File: config.mk
export PLATFORM = sky130hd
export DESIGN_NAME = ifm_rd_rsp_flat
export DESIGN_NICKNAME = d
export VERILOG_FILES = /design/src/rtl/ifm_rd_pkg.sv /design/src/rtl/ifm_rd_rsp_if.sv /design/src/rtl/ifm_rsp_fifo.sv /design/src/rtl/ifm_rd_rsp.sv /design/src/flat_wrapper.sv
export SDC_FILE = /design/constraint.sdc
export NUM_CORES = 1
export LEC_CHECK = 0
export CORE_MARGIN = 4
export CORE_UTILIZATION = 43
export DETAILED_ROUTE_END_ITERATION = 12
export HOLD_SLACK_MARGIN = 0.12
export PLACE_DENSITY = 0.73
export SYNTH_ARGS = -nofsm -noshare
export SYNTH_HDL_FRONTEND = slang
export SYNTH_HIERARCHICAL = 1
export SYNTH_SLANG_ARGS = --single-unit
File: constraint.sdc
create_clock -name clk -period 3.4 [get_ports clk]
set_input_delay 0.68 -clock clk [delete_from_list [all_inputs] [get_ports clk]]
set_output_delay 0.68 -clock clk [all_outputs]
set_load 0.02 [all_outputs]
File: src/rtl/ifm_rd_pkg.sv
// ifm_rd_rsp shared types and default geometry.
// IFM read responder: address/data widths and framing states.
package ifm_rd_pkg;

    localparam int IFM_AW = 14;
    localparam int IFM_DW = 8;
    localparam int IFM_DN = 8;
    localparam int IFM_FD = 4;

    typedef enum logic {
        RSP_IDLE,
        RSP_BURST
    } rsp_state_t;

endpackage

File: src/rtl/ifm_rd_rsp_if.sv
// ifm_rd_rsp bus bundle: address stream, SRAM port, data stream.
// slave = responder side, master = DMA / SRAM model side.
interface ifm_rd_rsp_if
    import ifm_rd_pkg::*;
#(
    parameter int AW = IFM_AW,
    parameter int DW = IFM_DW,
    parameter int DN = IFM_DN
);
    logic [AW-1:0]    ifm_addr;
    logic             ifm_addr_first;
    logic             ifm_addr_last;
    logic             ifm_addr_valid;
    logic             ifm_addr_ready;
    logic             mem_en;
    logic [AW-1:0]    mem_addr;
    logic [DN*DW-1:0] mem_rdata;
    logic [DN*DW-1:0] rd_data;
    logic             rd_first;
    logic             rd_last;
    logic             rd_valid;
    logic             rd_ready;
    logic             burst_done;
    logic             proto_err;
    logic             err_clr;

    modport slave (
        input  ifm_addr, ifm_addr_first, ifm_addr_last, ifm_addr_valid,
        output ifm_addr_ready,
        output mem_en, mem_addr,
        input  mem_rdata,
        output rd_data, rd_first, rd_last, rd_valid,
        input  rd_ready,
        output burst_done, proto_err,
        input  err_clr
    );

    modport master (
        output ifm_addr, ifm_addr_first, ifm_addr_last, ifm_addr_valid,
        input  ifm_addr_ready,
        input  mem_en, mem_addr,
        output mem_rdata,
        input  rd_data, rd_first, rd_last, rd_valid,
        output rd_ready,
        input  burst_done, proto_err,
        output err_clr
    );

endinterface

File: src/rtl/ifm_rsp_fifo.sv
// Shift-register FIFO; entry 0 is the registered head.
// Writes land at the first free slot, pops shift everything down.
module ifm_rsp_fifo #(
    parameter  int W  = 66,
    parameter  int FD = 4,
    localparam int CW = $clog2(FD + 1)
) (
    input  logic          clk,
    input  logic          rst_n,
    input  logic          push_i,
    input  logic [W-1:0]  wdata_i,
    input  logic          pop_i,
    output logic [W-1:0]  head_o,
    output logic [CW-1:0] count_o
);

    logic [W-1:0]  ent_q [FD];
    logic [CW-1:0] count_q;
    logic [CW-1:0] count_d;
    logic [CW-1:0] widx;

    // Occupancy update and write slot (slot shifts down on a pop).
    always_comb begin
        widx    = pop_i ? count_q - 1'b1 : count_q;
        count_d = count_q;
        if (push_i && !pop_i) begin
            count_d = count_q + 1'b1;
        end else if (!push_i && pop_i) begin
            count_d = count_q - 1'b1;
        end
    end

    // Storage: the write wins over the shift for the slot it targets.
    always_ff @(posedge clk or negedge rst_n) begin
        if (!rst_n) begin
            count_q <= '0;
            for (int i = 0; i < FD; i++) begin
                ent_q[i] <= '0;
            end
        end else begin
            count_q <= count_d;
            for (int i = 0; i < FD; i++) begin
                if (push_i && widx == CW'(i)) begin
                    ent_q[i] <= wdata_i;
                end else if (pop_i) begin
                    ent_q[i] <= ent_q[(i < FD - 1) ? i + 1 : i];
                end
            end
        end
    end

    assign head_o  = ent_q[0];
    assign count_o = count_q;

endmodule

File: src/rtl/ifm_rd_rsp.sv
// IFM read responder: address beats -> SRAM reads -> in-order data words.
// Credit on FIFO occupancy plus the in-flight read keeps the FIFO from overflowing.
module ifm_rd_rsp
    import ifm_rd_pkg::*;
#(
    parameter  int AW = IFM_AW,
    parameter  int DW = IFM_DW,
    parameter  int DN = IFM_DN,
    parameter  int FD = IFM_FD,
    localparam int W  = DN * DW + 2,
    localparam int CW = $clog2(FD + 1)
) (
    input logic         clk,
    input logic         rst_n,
    ifm_rd_rsp_if.slave bus
);

    logic            acc;
    logic            pop;
    logic            rd_valid;
    logic            infl_q;
    logic            first_q;
    logic            last_q;
    logic            burst_done_q;
    logic            proto_err_q;
    logic            err_set;
    logic [CW-1:0]   count;
    logic [CW:0]     credit;
    logic [W-1:0]    head;
    logic [AW-1:0]   addr_w;
    logic [DN*DW-1:0] rdata_w;
    rsp_state_t      state_q;
    rsp_state_t      state_d;

    assign credit = {1'b0, count} + {{CW{1'b0}}, infl_q};
    assign bus.ifm_addr_ready = credit < (CW + 1)'(FD);
    assign acc = bus.ifm_addr_valid && bus.ifm_addr_ready;

    assign addr_w       = bus.ifm_addr;
    assign bus.mem_en   = acc;
    assign bus.mem_addr = addr_w;
    assign rdata_w      = bus.mem_rdata;

    // Track the one read in flight and the tags that travel with it.
    always_ff @(posedge clk or negedge rst_n) begin
        if (!rst_n) begin
            infl_q  <= 1'b0;
            first_q <= 1'b0;
            last_q  <= 1'b0;
        end else begin
            infl_q <= acc;
            if (acc) begin
                first_q <= bus.ifm_addr_first;
                last_q  <= bus.ifm_addr_last;
            end
        end
    end

    ifm_rsp_fifo #(
        .W  (W),
        .FD (FD)
    ) u_fifo (
        .clk     (clk),
        .rst_n   (rst_n),
        .push_i  (infl_q),
        .wdata_i ({rdata_w, first_q, last_q}),
        .pop_i   (pop),
        .head_o  (head),
        .count_o (count)
    );

    assign rd_valid     = count != '0;
    assign pop          = rd_valid && bus.rd_ready;
    assign bus.rd_valid = rd_valid;
    assign bus.rd_data  = head[W-1:2];
    assign bus.rd_first = head[1];
    assign bus.rd_last  = head[0];

    // Framing decode: a last beat always closes the burst.
    always_comb begin
        state_d = state_q;
        err_set = 1'b0;
        if (acc) begin
            state_d = bus.ifm_addr_last ? RSP_IDLE : RSP_BURST;
            unique case (state_q)
                RSP_IDLE:  err_set = !bus.ifm_addr_first;
                RSP_BURST: err_set = bus.ifm_addr_first;
                default:   err_set = 1'b0;
            endcase
        end
    end

    // Framing FSM with sticky error; a new error beats a clear.
    always_ff @(posedge clk or negedge rst_n) begin
        if (!rst_n) begin
            state_q     <= RSP_IDLE;
            proto_err_q <= 1'b0;
        end else begin
            state_q <= state_d;
            if (err_set) begin
                proto_err_q <= 1'b1;
            end else if (bus.err_clr) begin
                proto_err_q <= 1'b0;
            end
        end
    end

    // Burst completion pulse, one cycle after the last word leaves.
    always_ff @(posedge clk or negedge rst_n) begin
        if (!rst_n) begin
            burst_done_q <= 1'b0;
        end else begin
            burst_done_q <= pop && head[0];
        end
    end

    assign bus.burst_done = burst_done_q;
    assign bus.proto_err  = proto_err_q;

endmodule

File: src/flat_wrapper.sv
// flat-port wrapper written by rule: the top's interface ports become plain ports
module ifm_rd_rsp_flat import ifm_rd_pkg::*;
#(
    parameter  int AW = IFM_AW,
    parameter  int DW = IFM_DW,
    parameter  int DN = IFM_DN,
    parameter  int FD = IFM_FD,
    localparam int W  = DN * DW + 2,
    localparam int CW = $clog2(FD + 1)
)
  (clk, rst_n, bus_ifm_addr, bus_ifm_addr_first, bus_ifm_addr_last, bus_ifm_addr_valid, bus_ifm_addr_ready, bus_mem_en, bus_mem_addr, bus_mem_rdata, bus_rd_data, bus_rd_first, bus_rd_last, bus_rd_valid, bus_rd_ready, bus_burst_done, bus_proto_err, bus_err_clr);
  ifm_rd_rsp_if #(.AW(AW), .DW(DW), .DN(DN)) bus_i ();
  input logic clk;
  input logic rst_n;
  input wire logic [$bits(bus_i.ifm_addr)-1:0] bus_ifm_addr;
  input wire logic [$bits(bus_i.ifm_addr_first)-1:0] bus_ifm_addr_first;
  input wire logic [$bits(bus_i.ifm_addr_last)-1:0] bus_ifm_addr_last;
  input wire logic [$bits(bus_i.ifm_addr_valid)-1:0] bus_ifm_addr_valid;
  output wire logic [$bits(bus_i.ifm_addr_ready)-1:0] bus_ifm_addr_ready;
  output wire logic [$bits(bus_i.mem_en)-1:0] bus_mem_en;
  output wire logic [$bits(bus_i.mem_addr)-1:0] bus_mem_addr;
  input wire logic [$bits(bus_i.mem_rdata)-1:0] bus_mem_rdata;
  output wire logic [$bits(bus_i.rd_data)-1:0] bus_rd_data;
  output wire logic [$bits(bus_i.rd_first)-1:0] bus_rd_first;
  output wire logic [$bits(bus_i.rd_last)-1:0] bus_rd_last;
  output wire logic [$bits(bus_i.rd_valid)-1:0] bus_rd_valid;
  input wire logic [$bits(bus_i.rd_ready)-1:0] bus_rd_ready;
  output wire logic [$bits(bus_i.burst_done)-1:0] bus_burst_done;
  output wire logic [$bits(bus_i.proto_err)-1:0] bus_proto_err;
  input wire logic [$bits(bus_i.err_clr)-1:0] bus_err_clr;
  assign bus_i.ifm_addr = bus_ifm_addr;
  assign bus_i.ifm_addr_first = bus_ifm_addr_first;
  assign bus_i.ifm_addr_last = bus_ifm_addr_last;
  assign bus_i.ifm_addr_valid = bus_ifm_addr_valid;
  assign bus_ifm_addr_ready = bus_i.ifm_addr_ready;
  assign bus_mem_en = bus_i.mem_en;
  assign bus_mem_addr = bus_i.mem_addr;
  assign bus_i.mem_rdata = bus_mem_rdata;
  assign bus_rd_data = bus_i.rd_data;
  assign bus_rd_first = bus_i.rd_first;
  assign bus_rd_last = bus_i.rd_last;
  assign bus_rd_valid = bus_i.rd_valid;
  assign bus_i.rd_ready = bus_rd_ready;
  assign bus_burst_done = bus_i.burst_done;
  assign bus_proto_err = bus_i.proto_err;
  assign bus_i.err_clr = bus_err_clr;
  ifm_rd_rsp #(.AW(AW), .DW(DW), .DN(DN), .FD(FD)) u_core (.clk(clk), .rst_n(rst_n), .bus(bus_i));
endmodule
* After elaboration in Yosys (flattened, before gate mapping)
Cells that the tools add are included.
** Cells by class
- Add/sub/neg operators :: 3
- Order comparisons :: 1
- Equal/unequal tests :: 3
- Multiplexer cells :: 14
- Bitwise logic cells :: 1
- Reductions and logical operators :: 19
** Operators by type and width (number)
- $mux 66 :: 6
- $reduce_bool 2->1 :: 5
- $logic_and 1x1->1 :: 9
- $mux 3 :: 3
- $eq 3x2->1 const B :: 2
- $add 3x1->4 :: 1
- $lt 4x3->1 const B :: 1
- $mux 1 :: 4
- $add 3x1->3 const B :: 1
- $eq 3x1->1 const B :: 1
- $logic_not 1->1 :: 3
- $logic_not 3->1 :: 1
- $reduce_bool 3->1 :: 1
- $sub 3x1->3 const B :: 1
- $pmux 1 s2 :: 1
- $not 1->1 :: 1
** Storage, ports and cells
- Bits in registers :: 273
- Bits of input ports :: 85
- Output and inout bits :: 85
- Logic and storage cells :: 52

* Depth between registers and ports, before layout
- Depth after elaboration :: 6
- Mapped depth :: 11
- Gate-level depth less buffers :: 7

* Cells and area by module
Netlist, hierarchy kept.
** Modules (own cells, without submodules)
- ifm_rsp_fifo :: instances 1, cells an instance 874, area each 13670.6 µm², seq. area each 6681.4 µm²
- ifm_rd_rsp :: instances 1, cells an instance 33, area each 370.4 µm², seq. area each 150.1 µm²

* Worst setup path before layout
Ideal clock, no wire load.
- Path kind :: reg2reg
- Start point :: reg u_core.u_fifo.count_q[2], in the netlist u_core/u_fifo/count_o[2]
- End point :: reg u_core.u_fifo.count_q[2], in the netlist u_core/u_fifo/count_o[2]
- Arrival :: 2310 ps
- Data required time :: 3269 ps
- Path slack :: 959 ps
- Cell stages (with the launch flop) :: 12
- Path buffers :: 4
- Cell sequence :: dfrtp_1 or3_1 and2_1 buf_6 buf_6 buf_6 buf_4 inv_1 ha_1 mux2i_1 nor2_1 xor2_1
** On the way
- Cells in the longest elaborated chain, start to end :: 5
- Elaborated cells on any way between the ends :: 10
- Classes of those cells :: add/sub (2); mux (2); reduce/logical (6)
** Ends and longest elaborated chain
- from (decl) :: RTL line ifm_rsp_fifo.sv:18 : logic [CW-1:0] count_q;
- from (signal assigned) :: RTL line ifm_rsp_fifo.sv:41 : count_q <= count_d;
- $reduce_bool 3->1 * :: RTL line ifm_rd_rsp.sv:72 : assign rd_valid = count != '0;
- net bus_rd_valid :: RTL line flat_wrapper.sv:26 : output wire logic [$bits(bus_i.rd_valid)-1:0] bus_rd_valid;
- $logic_and 1x1->1 * :: RTL line ifm_rd_rsp.sv:73 : assign pop = rd_valid && bus.rd_ready;
- net u_core.pop :: RTL line ifm_rd_rsp.sv:19 : logic pop;
- $logic_not 1->1 :: RTL line ifm_rsp_fifo.sv:26 : if (push_i && !pop_i) begin
- $logic_and 1x1->1 :: RTL line ifm_rsp_fifo.sv:26
- $mux 3 / $reduce_bool 2->1 (equally long branches)
Mark *: on every way through the listed nets, which the timed path passes. The rest lies on a longest branch. The select of a mux whose other input is x is not followed.
A chain may end at the register's enable or synchronous reset.

* Worst setup path in the final report
- Start point :: reg u_core.infl_q
- End point :: out bus_mem_en
** On the way
- Cells in the longest elaborated chain, start to end :: 3
** Ends and longest elaborated chain
- from (decl) :: RTL line ifm_rd_rsp.sv:21 : logic infl_q;
- from (signal assigned) :: RTL line ifm_rd_rsp.sv:47 : infl_q <= 1'b0;
- from (signal assigned) :: RTL line ifm_rd_rsp.sv:51 : infl_q <= acc;
- $add 3x1->4 :: RTL line ifm_rd_rsp.sv:35 : assign credit = {1'b0, count} + {{CW{1'b0}}, infl_q};
- $lt 4x3->1 :: RTL line ifm_rd_rsp.sv:36 : assign bus.ifm_addr_ready = credit < (CW + 1)'(FD);
- $logic_and 1x1->1 :: RTL line ifm_rd_rsp.sv:37 : assign acc = bus.ifm_addr_valid && bus.ifm_addr_ready;
- to (decl) :: RTL line flat_wrapper.sv:20 : output wire logic [$bits(bus_i.mem_en)-1:0] bus_mem_en;
No other way between the ends.

==> flow_summary.toml <==
[routing]
drc_errors = 0
dr_total_vias = 7040
drtPass1Iterations = 4
viasPerCell = 4.94
drt-total-wl_um = 25100
wl_per_cell_um = 17.6
drtIter0Drc = 283
ant_nets = 0

[cells_and_area]
syn2layout_area_growth_pct = 16.1
largest_reg_flops = 198
nNetsFinal = 1055
top_register = "u_core/u_fifo/ent_q"
design_area_um2 = 16300
utilization = 0.511
n_antenna_cell = 0
drive_above_1_share = 0.545

[yosys]
ys_types = 31
synthCells = 907
ys_async_sr_fraction = 1.00
netlist.area_leader.share = 0.487
yosysWarnings = 6
seq_area_frac_synth = 0.487
syn_area_um2 = 14000
post-synth-top-count-cell = "mux2_2"
syn_nets = 995
synth_edf_count = 0
synth_common_cells = "mux2_2, dfrtp_1, mux2_4, buf_4, buf_6"
synth_largest_area_cell = "dfrtp_1"
ys_seq_elements = 273
ys_top_cells_by_area = "dfrtp_1, mux2_2, mux2_4"
synthFlopType = "dfrtp_1"
syn_area_per_cell_um2 = 15.5

[cts]
cts-resized-gates = 0
cts_buffer_depth = 3
cts_max_level = 1
cts_buffers = 30
cts.clk_slew.worst_paths_ns = 0.06
holdBufCountCts = 0
clk_latency_ns = 0.55
cts_tree = "done"
cts_setup_buffers = 0
cts.sinks = 273
root_buffer = "clkbuf_16"

[setup_path]
critPathLaunch = "u_core/infl_q$_DFF_PN0_"
reg2reg_slack_ns = 0.70
cp-end-kind = "output port"
critical_path_arrival_ns = 2.32
r2r.worst_path.cells = 6
worstPathMaxFanout = 6
timing.rr.end = "u_core/u_fifo/ent_q[151]$_DFFE_PN0P_"
startpoint_type = "register"
required_ns = 2.72
crit_type = "register to output port"
setup.worst_path.end = "bus_mem_en"
timing.rr.start = "u_core/u_fifo/count_o[0]$_DFFE_PN0P_"

[die]
num_rows = 65
fp.dieW_um = 189
initial_utilization = 0.440
fp.dieH_um = 189
core_area_um2 = 31900
design.die.area_um2 = 35600
io_pins = 170

[job]
max_cap_violations = 0

[grt]
grt_pass1_vias = 7822
grt_pass1_wl_um = 42000
track_usage = 0.141
antenna_found_initial = 1
grt_max_degree = 100
overflow = 0

[sta]
finalSetupViolCount = 0
post-route-min-period_ns = 3.00
fin_crit_sh = 0.882
relSlewSlack = 0.553
worst_pin_slew_ns = 0.671
final-hold-violation-count = 0
drv_slew = 0
fin_tns_setup_ns = 0
rsz0062_at_grt = "false"
max_freq_ghz = 0.333
whs_ns = 0.146
fin_skew_ns = 0.0142

[pwr]
powerDensity_nw_per_um2 = 964
peakVddDrop_mv = 0.571
total_power_mw = 15.7
p_leak_nw = 7.64

[outcome]
status = "finished clean"

[placement]
dpl-instance-area_um2 = 15300
gp_congestion = 0.690
port_buffers = 141
hpwl_um = 15500

[hold_path]
hold_path_class = "primary input to async pin"
[logic make-up (layout without fill, tap and decap cells)]
logic type,after synthesis,after routing,synth area share
simple gates,15,15,0.00820
fa+ha+maj,3,3,0.00267
mux,465,465,0.416
flops,273,273,0.487
xor+xnor,4,4,0.00250
buf+inv,137,220,0.0754
compound gates,10,10,0.00855
[per-stage QoR]
stage          instances  worst slack (ns)
2_1_floorplan        907             0.959
3_3_place_gp        1370             0.583
3_5_place_dp        1370             0.565
4_1_cts             1425             0.326
5_1_grt             1425             0.293
6_report            1425             0.401
[power breakdown]
group	switching (mW)	internal, mW
sequential	0.860	4.85
combinational	2.30	4.35
clock	1.29	2.06
total	4.45	11.3
[layout make-up]
cell class                 count  area (um2)
tap                          435         544
clock buffer                  47         915
inverter                       5        18.8
sequential                   273        6830
timing repair buffer         160        1670
multi-input combinational    497        6200
fill                        2688       15600
clock inverter                 8         126
[critical path: stages, from the launching register on]
cell	delay (ns)
dfrtp_1	0.55
a31oi_4	0.36
nand2_4	0.11
inv_1	0.13
clkdlybuf4s50_1	0.62
[layout by cell type (no fill, tap or decap), types with 2 or more instances in the layout]
cell type        count
nor3b_2              2
mux2_4             162
clkbuf_1             7
buf_4               10
o221ai_4             4
xor2_1               3
mux2_1               3
clkbuf_8            10
bufinv_16            3
dfrtp_1            273
clkdlybuf4s50_1    140
and3b_1              3
mux2_2             299
ha_1                 3
and3_1               2
buf_12               9
inv_1                5
clkinv_2             4
clkbuf_16           30
[per-layer routing]
metal / global-route usage / vias up / wire length (um)
li1: - / 3288 / -
met1: 0.190 / 3587 / 11600
met2: 0.235 / 121 / 11800
met3: 0.0309 / 42 / 1150
met4: 0.0334 / 2 / 512
met5: 0 / - / 13
[how the worst min path moves through the flow]
stage	to	cells past startpoint
6_report	u_core/u_fifo/ent_q[140]$_DFFE_PN0P_	1
5_1_grt	u_core/u_fifo/ent_q[140]$_DFFE_PN0P_	1
4_1_cts	u_core/u_fifo/ent_q[71]$_DFFE_PN0P_	1
3_5_place_dp	u_core/u_fifo/ent_q[19]$_DFFE_PN0P_	1
3_3_place_gp	u_core/u_fifo/ent_q[1]$_DFFE_PN0P_	1
2_1_floorplan	u_core/bus.burst_done$_DFF_PN0_	0
(Power assumes the default switching activity.)
